<file path="config.mk">
export PLATFORM = sky130hd
export DESIGN_NAME = uart_rx_ctrl_flat
export DESIGN_NICKNAME = d
export VERILOG_FILES = /design/src/rtl/uart_rx_ctrl_if.sv /design/src/rtl/uart_rx_ctrl.sv /design/src/flat_wrapper.sv
export SDC_FILE = /design/constraint.sdc
export NUM_CORES = 1
export LEC_CHECK = 0
export ABC_AREA = 0
export BUFFER_PORTS_ARGS = -buffer_cell sky130_fd_sc_hd__clkbuf_2
export CORE_MARGIN = 5
export CORE_UTILIZATION = 56
export CTS_CLUSTER_SIZE = 40
export DETAILED_ROUTE_END_ITERATION = 10
export HOLD_SLACK_MARGIN = 0.1
export PLACE_DENSITY = 0.8
export SKIP_LAST_GASP = 1
export SYNTH_ARGS = -nofsm -noshare
export SYNTH_HDL_FRONTEND = slang
export SYNTH_SLANG_ARGS = --single-unit
</file>
<file path="constraint.sdc">
create_clock -name CLK -period 6.1 [get_ports CLK]
set_input_delay 1.83 -clock CLK [delete_from_list [all_inputs] [get_ports CLK]]
set_output_delay 1.83 -clock CLK [all_outputs]
set_load 0.02 [all_outputs]
</file>
<file path="src/rtl/uart_rx_ctrl_if.sv">
// Signal bundle between the UART receive controller and its sampler,
// deserializer and start/parity/stop checkers.
interface uart_rx_ctrl_if;
   logic       RX_IN;
   logic       PAR_EN;
   logic [5:0] Prescale;
   logic       strt_glitch;
   logic       par_err;
   logic       stp_err;
   logic [4:0] edge_cnt;
   logic [3:0] bit_cnt;
   logic       dat_samp_en;
   logic       deser_en;
   logic       strt_chk_en;
   logic       par_chk_en;
   logic       stp_chk_en;
   logic       data_valid;
   logic       par_error;
   logic       frm_error;
   logic       rx_busy;

   modport slave (
      input  RX_IN, PAR_EN, Prescale, strt_glitch, par_err, stp_err,
      output edge_cnt, bit_cnt, dat_samp_en, deser_en, strt_chk_en,
             par_chk_en, stp_chk_en, data_valid, par_error, frm_error, rx_busy
   );

   modport master (
      output RX_IN, PAR_EN, Prescale, strt_glitch, par_err, stp_err,
      input  edge_cnt, bit_cnt, dat_samp_en, deser_en, strt_chk_en,
             par_chk_en, stp_chk_en, data_valid, par_error, frm_error, rx_busy
   );
endinterface

</file>
<file path="src/rtl/uart_rx_ctrl.sv">
// UART receive frame controller: tracks oversample/bit position through a
// frame and issues sampler, deserializer and checker strobes.
module uart_rx_ctrl #(
   parameter int unsigned DATA_WIDTH = 8
) (
   input logic           CLK,
   input logic           RST,
   uart_rx_ctrl_if.slave bus
);
   typedef enum logic [2:0] {
      IDLE   = 3'd0,
      START  = 3'd1,
      DATA   = 3'd2,
      PARITY = 3'd3,
      STOP   = 3'd4
   } state_t;

   localparam logic [3:0] LAST_DATA = 4'(DATA_WIDTH);

   state_t     state, state_nxt;
   logic [5:0] prescale_q;
   logic       par_en_q;
   logic [4:0] edge_q;
   logic [3:0] bit_q;
   logic       par_error_q, frm_error_q, data_valid_q;
   logic       bit_end, frame_start;
   logic       strt_chk, par_chk, stp_chk, valid_nxt;

   // 6-bit compare so a latched Prescale of 32 ends the bit at edge 31
   assign bit_end = ({1'b0, edge_q} == (prescale_q - 6'd1));

   always_ff @(posedge CLK or negedge RST) begin
      if (!RST) state <= IDLE;
      else      state <= state_nxt;
   end

   always_comb begin
      state_nxt   = state;
      frame_start = 1'b0;
      strt_chk    = 1'b0;
      par_chk     = 1'b0;
      stp_chk     = 1'b0;
      unique case (state)
         IDLE: begin
            if (!bus.RX_IN) begin
               state_nxt   = START;
               frame_start = 1'b1;
            end
         end
         START: begin
            if (bit_end) begin
               strt_chk  = 1'b1;
               state_nxt = bus.strt_glitch ? IDLE : DATA;
            end
         end
         DATA: begin
            if (bit_end && (bit_q == LAST_DATA))
               state_nxt = par_en_q ? PARITY : STOP;
         end
         PARITY: begin
            if (bit_end) begin
               par_chk   = 1'b1;
               state_nxt = STOP;
            end
         end
         STOP: begin
            if (bit_end) begin
               stp_chk   = 1'b1;
               state_nxt = IDLE;
            end
         end
         default: state_nxt = IDLE;
      endcase
      // par_error_q already holds this frame's parity result by the stop bit
      valid_nxt = stp_chk && !bus.stp_err && !par_error_q;
   end

   always_ff @(posedge CLK or negedge RST) begin
      if (!RST) begin
         edge_q       <= '0;
         bit_q        <= '0;
         prescale_q   <= 6'd8;
         par_en_q     <= 1'b0;
         par_error_q  <= 1'b0;
         frm_error_q  <= 1'b0;
         data_valid_q <= 1'b0;
      end else begin
         data_valid_q <= valid_nxt;
         if (frame_start) begin
            edge_q      <= 5'd1;
            bit_q       <= '0;
            prescale_q  <= bus.Prescale;
            par_en_q    <= bus.PAR_EN;
            par_error_q <= 1'b0;
            frm_error_q <= 1'b0;
         end else if (state_nxt == IDLE) begin
            edge_q <= '0;
            bit_q  <= '0;
         end else if (bit_end) begin
            edge_q <= '0;
            bit_q  <= bit_q + 4'd1;
         end else begin
            edge_q <= edge_q + 5'd1;
         end
         if (par_chk) par_error_q <= bus.par_err;
         if (stp_chk) frm_error_q <= bus.stp_err;
      end
   end

   assign bus.edge_cnt    = edge_q;
   assign bus.bit_cnt     = bit_q;
   assign bus.dat_samp_en = (state != IDLE);
   assign bus.rx_busy     = (state != IDLE);
   assign bus.deser_en    = (state == DATA);
   assign bus.strt_chk_en = strt_chk;
   assign bus.par_chk_en  = par_chk;
   assign bus.stp_chk_en  = stp_chk;
   assign bus.data_valid  = data_valid_q;
   assign bus.par_error   = par_error_q;
   assign bus.frm_error   = frm_error_q;
endmodule

</file>
<file path="src/flat_wrapper.sv">
// flat-port wrapper written by rule: the top's interface ports become plain ports
module uart_rx_ctrl_flat 
#(
   parameter int unsigned DATA_WIDTH = 8
)
  (CLK, RST, bus_RX_IN, bus_PAR_EN, bus_Prescale, bus_strt_glitch, bus_par_err, bus_stp_err, bus_edge_cnt, bus_bit_cnt, bus_dat_samp_en, bus_deser_en, bus_strt_chk_en, bus_par_chk_en, bus_stp_chk_en, bus_data_valid, bus_par_error, bus_frm_error, bus_rx_busy);
  uart_rx_ctrl_if bus_i ();
  input logic CLK;
  input logic RST;
  input wire logic [$bits(bus_i.RX_IN)-1:0] bus_RX_IN;
  input wire logic [$bits(bus_i.PAR_EN)-1:0] bus_PAR_EN;
  input wire logic [$bits(bus_i.Prescale)-1:0] bus_Prescale;
  input wire logic [$bits(bus_i.strt_glitch)-1:0] bus_strt_glitch;
  input wire logic [$bits(bus_i.par_err)-1:0] bus_par_err;
  input wire logic [$bits(bus_i.stp_err)-1:0] bus_stp_err;
  output wire logic [$bits(bus_i.edge_cnt)-1:0] bus_edge_cnt;
  output wire logic [$bits(bus_i.bit_cnt)-1:0] bus_bit_cnt;
  output wire logic [$bits(bus_i.dat_samp_en)-1:0] bus_dat_samp_en;
  output wire logic [$bits(bus_i.deser_en)-1:0] bus_deser_en;
  output wire logic [$bits(bus_i.strt_chk_en)-1:0] bus_strt_chk_en;
  output wire logic [$bits(bus_i.par_chk_en)-1:0] bus_par_chk_en;
  output wire logic [$bits(bus_i.stp_chk_en)-1:0] bus_stp_chk_en;
  output wire logic [$bits(bus_i.data_valid)-1:0] bus_data_valid;
  output wire logic [$bits(bus_i.par_error)-1:0] bus_par_error;
  output wire logic [$bits(bus_i.frm_error)-1:0] bus_frm_error;
  output wire logic [$bits(bus_i.rx_busy)-1:0] bus_rx_busy;
  assign bus_i.RX_IN = bus_RX_IN;
  assign bus_i.PAR_EN = bus_PAR_EN;
  assign bus_i.Prescale = bus_Prescale;
  assign bus_i.strt_glitch = bus_strt_glitch;
  assign bus_i.par_err = bus_par_err;
  assign bus_i.stp_err = bus_stp_err;
  assign bus_edge_cnt = bus_i.edge_cnt;
  assign bus_bit_cnt = bus_i.bit_cnt;
  assign bus_dat_samp_en = bus_i.dat_samp_en;
  assign bus_deser_en = bus_i.deser_en;
  assign bus_strt_chk_en = bus_i.strt_chk_en;
  assign bus_par_chk_en = bus_i.par_chk_en;
  assign bus_stp_chk_en = bus_i.stp_chk_en;
  assign bus_data_valid = bus_i.data_valid;
  assign bus_par_error = bus_i.par_error;
  assign bus_frm_error = bus_i.frm_error;
  assign bus_rx_busy = bus_i.rx_busy;
  uart_rx_ctrl #(.DATA_WIDTH(DATA_WIDTH)) u_core (.CLK(CLK), .RST(RST), .bus(bus_i));
endmodule
</file>
==> reports/metrics.yaml, run 1 <==
status: "finished clean"
hpwl_mm: 2.10
htree_num_levels: 1
p_leak_nw: 0.711
io_pins: 31
die_x_um: 56.9
hold_violations: 0
drt-vias-per-instance: 5.44
grt_antenna_before_repair: 0
r2r-start: "u_core.prescale_q[0]$_DFFE_PN0P_"
cts_sinks: 22
yosysWarnings: 0
first_iter_violations: 21
ys_types: 36
worstReg2RegEnd: "u_core.bus.edge_cnt[0]$_DFF_PN0_"
wl_per_cell_um: 14.5
setup_viol: 0
diodes: 0
drcViolationCount: 0
route.vias.total: 1023
synth_nets: 146
track_usage_pct: 18.5
final_util_pct: 66.7
slew_violations: 0
synth-edff-count: 0
final.setup_skew_ns: 0.00736
reg2reg_depth: 8
area_growth_pct: 16.3
post_cts_buffers: 0
clk_latency_ns: 0.31
start_util_pct: 57.4
start_kind: "flip-flop"
setup-tns-final_ns: 0
dpl_cell_area_um2: 1400
io_buffers: 30
ir_drop_uv: 300
slew_headroom_pct: 61.0
hold_end: "u_core.bus.data_valid$_DFF_PN0_"
cts_tree: "yes"
min_path_cells: 1
hp-class: "flip-flop to flip-flop"
wl_mm: 2.73
ctsResizeCount: 0
crit_path_end_kind: "primary output"
grt_max_degree: 23
arrival_ns: 2.78
path_clk_slew_ns: 0.13
core_um2: 2150
criticalPathCategory: "flip-flop to primary output"
ys_seq_area_share_pct: 44.8
post-route-min-period_ns: 4.61
fmax_mhz: 217
tightest_slew_ns: 0.583
ant_nets: 0
die_h_um: 56.9
critical_path.max_fanout: 11
overflow: 0
final_area_um2: 1430
power-per-cell-area_nw_per_um2: 519
ys_seq_elements: 22
synth_ff_type: "dfrtp_1"
place.gp.congestion: 0.803
grt_pass1_vias: 1074
holdCritStartpoint: "u_core.bus.par_error$_DFFE_PN0P_"
fin_nets: 178
synthCells: 129
reg2reg_slack_ns: 3.53
min_period_over_period_pct: 75.5
cap_violations: 0
clock_path_buffers: 2
synth_area_per_cell_um2: 9.55
dr.pass1.iters: 4
synth_area_um2: 1230
die_area_um2: 3240
crit_required_ns: 4.27
rsz0062_at_grt: "false"
cts-root-buf: "clkbuf_4"
drive_gt1_share_pct: 27.5
fillers: 191
cts-hold-fix-buffers: 0
cts_buffers: 3
grt_pass1_wl_mm: 4.75
synthArstFlopShare_pct: 100
rows: 17
## layout by cell type (no fill, tap or decap), types with 2 or more instances in the layout
cell      netlist  layout
nor4_1          3       3
dfrtp_1        21      21
nor2_1          6       6
inv_1           8       8
a21oi_1         3       3
nand4_1         2       2
clkbuf_4        0       3
nand2_1        23      23
clkbuf_2        0      30
nor3_1          6       6
nand3_1         9       9
and3_1          2       2
o21ai_0         5       5
ha_1            4       4
xor2_1          6       6
xnor2_1         8       8
## registers in the layout, indices dropped and copies added (netlist names)
name	count
u_core.prescale_q	6
u_core.bus.edge_cnt	5
u_core.bus.bit_cnt	4
u_core.state	3
u_core.bus.data_valid	1
u_core.bus.frm_error	1
u_core.bus.par_error	1
u_core.par_en_q	1
## worst max-delay path, cell delays in order (launching register included)
cell	delay (ns)
dfrtp_1	0.44
inv_1	0.08
ha_1	0.31
xor2_1	0.16
nand2_1	0.11
nor4_4	0.46
and2_1	0.43
nand3_1	0.21
inv_1	0.09
clkbuf_2	0.16
## logic make-up after synthesis
logic type / Yosys count / share of synthesized area (%)
xor gates and xnor gates: 15 / 11.3
muxes: 1 / 0.812
buffers and inverters: 11 / 4.06
adders and majority gates: 4 / 4.06
and+or+nand+nor: 62 / 26.1
DFF: 22 / 44.8
AOI/OAI and AO/OA: 14 / 8.93
## area by class of cell
type | count | area, um2 | area share (%)
well taps | 28 | 35.0 | 2.44
multi-input cells | 96 | 631 | 44.0
flip-flops and latches | 22 | 552 | 38.5
inverters | 8 | 30.0 | 2.09
repair buffers | 30 | 150 | 10.5
clock buffers | 4 | 36.3 | 2.53
## worst max path at each step
stage | start | end | slack (ns) | cells past startpoint
global placement | u_core.prescale_q[0]$_DFFE_PN0P_ | bus_stp_chk_en | 2.00 | 9
floorplan | u_core.prescale_q[0]$_DFFE_PN0P_ | bus_strt_chk_en | 2.22 | 9
finish | u_core.prescale_q[0]$_DFFE_PN0P_ | bus_stp_chk_en | 1.49 | 9
global route | u_core.prescale_q[0]$_DFFE_PN0P_ | bus_stp_chk_en | 1.23 | 9
CTS | u_core.prescale_q[0]$_DFFE_PN0P_ | bus_stp_chk_en | 1.50 | 9
detailed placement | u_core.prescale_q[0]$_DFFE_PN0P_ | bus_stp_chk_en | 1.86 | 9
## metrics by stage
stage          power (mW)  setup WS [ns]  hold slack (ns)  instances
6_report            0.745           1.49            0.478        188
5_1_grt             0.801           1.23            0.492        188
4_1_cts             0.749           1.50            0.475        188
3_5_place_dp        0.668           1.86            0.458        184
3_3_place_gp        0.648           2.00            0.444        184
2_1_floorplan       0.570           2.22            0.458        129
## synth_stat cells (2+ instances only)
cell type | n | area, um2
xor2_1 | 6 | 52.6
dfrtp_1 | 21 | 526
nor4_1 | 3 | 18.8
nand3_1 | 9 | 45.0
nand4_1 | 2 | 12.5
and3_1 | 2 | 12.5
a21oi_1 | 3 | 15.0
xnor2_1 | 8 | 70.1
buf_4 | 2 | 15.0
o21ai_0 | 5 | 25.0
nor3_1 | 6 | 30.0
nand2_1 | 23 | 86.3
nor2_1 | 6 | 22.5
inv_1 | 8 | 30.0
ha_1 | 4 | 50.1
## power by group
group | switching (mW) | internal, mW | leakage (nW)
combinational | 0.242 | 0.153 | 0.405
clock | 0.0458 | 0.0365 | 0.0210
sequential | 0.0677 | 0.199 | 0.284
total | 0.356 | 0.389 | 0.711
## routing by layer
layer  GRT usage (%)  wire (um)  vias to the layer above
met5               0          0                        -
met4            7.28         23                        0
met3            2.30        132                        4
met2            32.1       1420                       31
met1            23.2       1150                      490
li1                -          -                      498
Power figures use the tool's default switching activity.
==> run 2, diff against run 1 <==
--- a/config.mk
+++ b/config.mk
@@ -8,11 +8,11 @@
 export ABC_AREA = 0
 export BUFFER_PORTS_ARGS = -buffer_cell sky130_fd_sc_hd__clkbuf_2
 export CORE_MARGIN = 5
-export CORE_UTILIZATION = 56
+export CORE_UTILIZATION = 52
 export CTS_CLUSTER_SIZE = 40
 export DETAILED_ROUTE_END_ITERATION = 10
 export HOLD_SLACK_MARGIN = 0.1
-export PLACE_DENSITY = 0.8
+export PLACE_DENSITY = 0.75
 export SKIP_LAST_GASP = 1
 export SYNTH_ARGS = -nofsm -noshare
 export SYNTH_HDL_FRONTEND = slang
==> constraint.sdc (replaced) <==
create_clock -name CLK -period 4.7 [get_ports CLK]
set_input_delay 1.41 -clock CLK [delete_from_list [all_inputs] [get_ports CLK]]
set_output_delay 1.41 -clock CLK [all_outputs]
set_load 0.02 [all_outputs]
==> run 2 against run 1 <==
  * Cell count did not move
  * Global-route usage down 0.55 points
  * Critical path depth is the same
  * Register-to-register slack got worse by 1.4 ns
  * Wire length about the same
  * Total power rose by 35%
  * Setup slack lost 0.96 ns
  * Core utilization down 1.8 points
  * Via count is 1.3% higher
==> reports/metrics.yaml, run 2 (synthesis gave the netlist of run 1 again) <==
largest_register_ffs: 6  # unchanged
p_clk_share_pct: 14.4  # +3.4 points
rsz0062_at_grt: "false"
grt_pass1_wl_mm: 4.76  # +0.29%
fmax_mhz: 240
crit_required_ns: 3.29  # -0.98 ns
drt-vias-per-instance: 5.51  # +1.3%
numPlacedInstances: 184  # unchanged
seqPwrFrac_pct: 34.4  # -1.4 points
cts-hold-fix-buffers: 0  # unchanged
p_sw_share_pct: 45.9  # -1.9 points
p_leak_nw: 0.718  # +0.98%
ant_nets: 0  # unchanged
final.setup_skew_ns: 0.00419  # -0.00317 ns
slew_headroom_pct: 59.9  # -1.1 points
place.gp.congestion: 0.890  # +11%
mostFrequentLayoutCell: "clkbuf_2"
cts_buffers: 3  # unchanged
wl_mm: 2.73  # about the same
route.vias.total: 1036  # +1.3%
clk_latency_ns: 0.31  # about the same
hp-class: "flip-flop to flip-flop"
hpwl_mm: 2.14  # +1.9%
dr.pass1.iters: 4  # unchanged
wl_met2_mm: 1.34  # -5.9%
post-route-min-period_ns: 4.16
startpoint: "u_core.prescale_q[0]$_DFFE_PN0P_"
start_util_pct: 55.2  # -2.2 points
overflow: 0  # unchanged
wl_met1_mm: 1.17  # +1.3%
grt_pass1_vias: 1047  # -2.5%
clock_path_buffers: 2  # unchanged
critical_path.max_fanout: 11  # unchanged
htree_num_levels: 1  # unchanged
cts-root-buf: "clkbuf_4"
die_x_um: 58.7  # +3.1%
r2r-start: "u_core.prescale_q[0]$_DFFE_PN0P_"
drive_gt1_share_pct: 27.5  # unchanged
setup-tns-final_ns: 0  # unchanged
tightest_slew_ns: 0.600  # +0.0161 ns
power-per-cell-area_nw_per_um2: 692  # +33%
die_h_um: 58.7  # +3.1%
min_period_over_period_pct: 88.6
hold_violations: 0  # unchanged
post_cts_buffers: 0  # unchanged
first_iter_violations: 22  # +4.8%
cts_tree: "yes"
ir_drop_uv: 395  # +32%
criticalPathCategory: "flip-flop to primary output"
die_area_um2: 3440  # +6.3%
holdCritStartpoint: "u_core.bus.par_error$_DFFE_PN0P_"
cts_sinks: 22  # unchanged
route.met3.wl_um: 147  # +11%
path_clk_slew_ns: 0.12  # about the same
highest_layer: "met4"
layout_common_cells: "clkbuf_2, nand2_1, dfrtp_1, nand3_1"
cap_violations: 0  # unchanged
grt_antenna_before_repair: 0  # unchanged
crit_path_end_kind: "primary output"
start_kind: "flip-flop"
internal_power_uw: 543  # +40%
rows: 17  # unchanged
largest_register: "u_core.prescale_q"
p_sw_uw: 461  # +29%
status: "finished clean"
combPwrFrac_pct: 51.2  # -1.9 points
grt_max_degree: 23  # unchanged
ctsResizeCount: 0  # unchanged
arrival_ns: 2.75  # -0.03 ns
setup_viol: 0  # unchanged
io_pins: 31  # unchanged
slew_violations: 0  # unchanged
wl_per_cell_um: 14.5  # about the same
drcViolationCount: 0  # unchanged
area_growth_pct: 17.7
final_cells: 188  # unchanged
diodes: 0  # unchanged
core_um2: 2230  # +4.0%
io_buffers: 30  # unchanged
track_usage_pct: 18.0  # -0.55 points
fin_nets: 178  # unchanged
run 2: cell count changes in the layout (fill, tap and decap cells not counted), sizes merged:
cell,change
bufinv,+1
clkbuf,-1
run 2: cell type report:
cell class                      instances  area (um2)
Fill cell                             187         783
Tap cell                               28        35.0
Inverter                                8        30.0
Sequential cell                        22         552
Clock buffer                            3        22.5
Multi-Input combinational cell         96         631
Clock inverter                          1        30.0
Timing Repair Buffer                   30         150
run 2: final timing paths:
path / slack [ns] / cells after the start / to
max in group asynchronous: 3.29 / 1 / u_core.prescale_q[3]$_DFFE_PN1P_
worst max-delay path: 0.54 / 9 / bus_stp_chk_en
min in group asynchronous: 1.05 / 1 / u_core.prescale_q[2]$_DFFE_PN0P_
worst min register to register: 0.46 / 1 / u_core.bus.data_valid$_DFF_PN0_
worst max register to register: 2.15 / 8 / u_core.bus.bit_cnt[3]$_DFFE_PN0P_
worst min-delay path: 0.46 / 1 / u_core.bus.data_valid$_DFF_PN0_
run 2: power groups by stage:
stage               clock network (mW)  logic, mW  registers [mW]
CTS                              0.149      0.519           0.343
global placement                     0      0.499           0.343
detailed placement                   0      0.517           0.347
finish                           0.145      0.514           0.345
global route                     0.157      0.571           0.357
floorplan                            0      0.378           0.362
run 2: metrics by stage:
step	hold slack [ns]	area (um2)	util [%]	setup slack, ns	power [mW]
finish	0.462	1450	64.9	0.537	1.00
global route	0.515	1450	64.9	0.319	1.09
CTS	0.463	1450	64.9	0.513	1.01
detailed placement	0.446	1400	62.6	0.894	0.865
global placement	0.447	1400	62.6	1.00	0.842
floorplan	0.458	1230	-	1.24	0.739
run 2: per-layer routing:
metal  track usage, %  up-vias
li1                 -      500
met4             8.74        0
met1             23.8      482
met2             29.2       44
met3             2.19       10
met5                0        -
run 2: worst max-delay path, stage by stage, from the launching register on:
cell	delay, ns
dfrtp_1	0.43
inv_1	0.08
ha_1	0.30
xor2_1	0.14
nand2_1	0.10
nor4_4	0.48
and2_1	0.45
nand3_1	0.21
inv_1	0.08
clkbuf_2	0.16
==> run 3, diff against run 2 <==
--- a/config.mk
+++ b/config.mk
@@ -7,12 +7,14 @@
 export LEC_CHECK = 0
 export ABC_AREA = 0
 export BUFFER_PORTS_ARGS = -buffer_cell sky130_fd_sc_hd__clkbuf_2
+export CORE_ASPECT_RATIO = 2
 export CORE_MARGIN = 5
-export CORE_UTILIZATION = 52
+export CORE_UTILIZATION = 45
 export CTS_CLUSTER_SIZE = 40
 export DETAILED_ROUTE_END_ITERATION = 10
+export GPL_TIMING_DRIVEN = 0
 export HOLD_SLACK_MARGIN = 0.1
-export PLACE_DENSITY = 0.75
+export PLACE_DENSITY = 0.66
 export SKIP_LAST_GASP = 1
 export SYNTH_ARGS = -nofsm -noshare
 export SYNTH_HDL_FRONTEND = slang
==> run 3 against run 2 <==
  * Clock skew shrank 0.0024 ns
  * Global-route usage shrank 1.4 points
  * Setup slack better by 0.14 ns
  * Via count fell by 1.4%
  * Critical path type unchanged
  * Largest power group unchanged
==> reports/metrics.yaml, run 3 (synthesis gave the netlist of run 1 again) <==
tightest_slew_ns: 0.601  # +0.00143 ns
hold_violations: 0  # unchanged
numPlacedInstances: 188  # +2.2%
cts-root-buf: "clkbuf_8"
overflow: 0  # unchanged
grt_pass1_vias: 1098  # +4.9%
route.vias.total: 1022  # -1.4%
arrival_ns: 2.61  # -0.14 ns
fillers: 268  # +43%
diodes: 0  # unchanged
critical_path.max_fanout: 10  # -1
die_h_um: 84.0  # +43%
hp-class: "flip-flop to flip-flop"
start_util_pct: 45.6  # -9.6 points
hpwl_mm: 2.24  # +4.9%
first_iter_violations: 15  # -32%
largest_register: "u_core.prescale_q"
clk_latency_ns: 0.26  # -0.05 ns
criticalPathCategory: "flip-flop to primary output"
status: "finished clean"
drive_gt1_share_pct: 28.8  # +1.3 points
grt_max_degree: 23  # unchanged
drt-vias-per-instance: 5.32  # -3.4%
cts_tree: "yes"
p_clk_share_pct: 13.1  # -1.3 points
clock_path_buffers: 2  # unchanged
combPwrFrac_pct: 52.4  # +1.2 points
core_um2: 2700  # +21%
p_sw_uw: 463  # +0.56%
rsz0062_at_grt: "false"
internal_power_uw: 544  # about the same
setup-tns-final_ns: 0  # unchanged
min_period_over_period_pct: 85.6  # -3.0 points
post_cts_buffers: 0  # unchanged
die_area_um2: 3950  # +15%
crit_required_ns: 3.29  # about the same
final.setup_skew_ns: 0.00179  # -0.00240 ns
largest_register_ffs: 6  # unchanged
place.gp.congestion: 0.830  # -6.8%
power-per-cell-area_nw_per_um2: 683  # -1.3%
layout_common_cells: "clkbuf_2, nand2_1, dfrtp_1, nand3_1"
ctsResizeCount: 0  # unchanged
cap_violations: 0  # unchanged
die_x_um: 47.0  # -20%
fmax_mhz: 249  # +3.5%
track_usage_pct: 16.6  # -1.4 points
cts_sinks: 22  # unchanged
seqPwrFrac_pct: 34.5  # about the same
mostFrequentLayoutCell: "clkbuf_2"
grt_pass1_wl_mm: 4.79  # +0.57%
grt_antenna_before_repair: 0  # unchanged
cts-hold-fix-buffers: 0  # unchanged
slew_headroom_pct: 59.8  # -0.096 points
p_leak_nw: 0.731  # +1.8%
area_growth_pct: 19.6
cts_buffers: 3  # unchanged
wl_mm: 2.83  # +3.6%
dr.pass1.iters: 4  # unchanged
path_clk_slew_ns: 0.07  # -0.05 ns
crit_path_end_kind: "primary output"
start_kind: "flip-flop"
wl_per_cell_um: 14.7  # +1.4%
setup_viol: 0  # unchanged
slew_violations: 0  # unchanged
rows: 27  # +10
fin_nets: 181  # +1.7%
post-route-min-period_ns: 4.02  # -0.139 ns
p_sw_share_pct: 46.0  # +0.13 points
drcViolationCount: 0  # unchanged
ir_drop_uv: 359  # -9.2%
final_cells: 192  # +2.1%
io_pins: 31  # unchanged
htree_num_levels: 1  # unchanged
io_buffers: 30  # unchanged
ant_nets: 0  # unchanged
[run 3: per-stage QoR]
stage                     hold WS, ns  power [mW]  setup slack [ns]  instance area [um2]  util, %
after floorplan                 0.458       0.739              1.24                 1230        -
after CTS                       0.475        1.02             0.653                 1470     54.5
final                           0.471        1.01             0.676                 1470     54.5
after global placement          0.444       0.859             0.974                 1420     52.5
after global routing            0.492        1.09             0.461                 1470     54.5
after detailed placement        0.464       0.878             0.947                 1420     52.5
[run 3: critical path: stages, from the launching register on]
cell and delay [ns]:
dfrtp_1 0.43, inv_1 0.08, ha_1 0.30, xor2_1 0.15, nand2_1 0.10, nor4_4 0.48, and2_1 0.22, buf_4 0.19
nand3_1 0.16, inv_1 0.08, clkbuf_2 0.16
[run 3: path summary, 6_finish.rpt]
path	startpoint	to	slack, ns	cells after the start
max	u_core.prescale_q[0]$_DFFE_PN0P_	bus_stp_chk_en	0.68	10
min	u_core.bus.par_error$_DFFE_PN0P_	u_core.bus.data_valid$_DFF_PN0_	0.47	1
max reg2reg	u_core.prescale_q[0]$_DFFE_PN0P_	u_core.bus.bit_cnt[2]$_DFFE_PN0P_	2.13	8
min reg2reg	u_core.bus.par_error$_DFFE_PN0P_	u_core.bus.data_valid$_DFF_PN0_	0.47	1
max in group asynchronous	RST	u_core.prescale_q[3]$_DFFE_PN1P_	3.20	1
min in group asynchronous	RST	u_core.state[2]$_DFF_PN0_	1.12	1
[run 3: power groups by stage]
| stage | clock [mW] | combinational [mW] | sequential [mW] |
|---|---|---|---|
| 2_1_floorplan | 0 | 0.378 | 0.362 |
| 3_3_place_gp | 0 | 0.514 | 0.344 |
| 3_5_place_dp | 0 | 0.528 | 0.350 |
| 4_1_cts | 0.139 | 0.532 | 0.347 |
| 5_1_grt | 0.148 | 0.584 | 0.359 |
| 6_report | 0.132 | 0.527 | 0.347 |
[run 3: cell type report]
class	instances	area (um2)	area share (%)
Buffer	3	20.0	1.36
Clock buffer	4	55.1	3.74
Inverter	8	30.0	2.04
Multi-Input combinational cell	96	631	42.8
Sequential cell	22	552	37.4
Tap cell	29	36.3	2.46
Timing Repair Buffer	30	150	10.2
[run 3: metal layers]
layer	vias up	GRT usage (%)	wire length, um
li1	504	-	-
met1	472	17.9	1030
met2	36	27.3	1570
met3	10	3.02	144
met4	0	10.8	82
met5	-	0	0
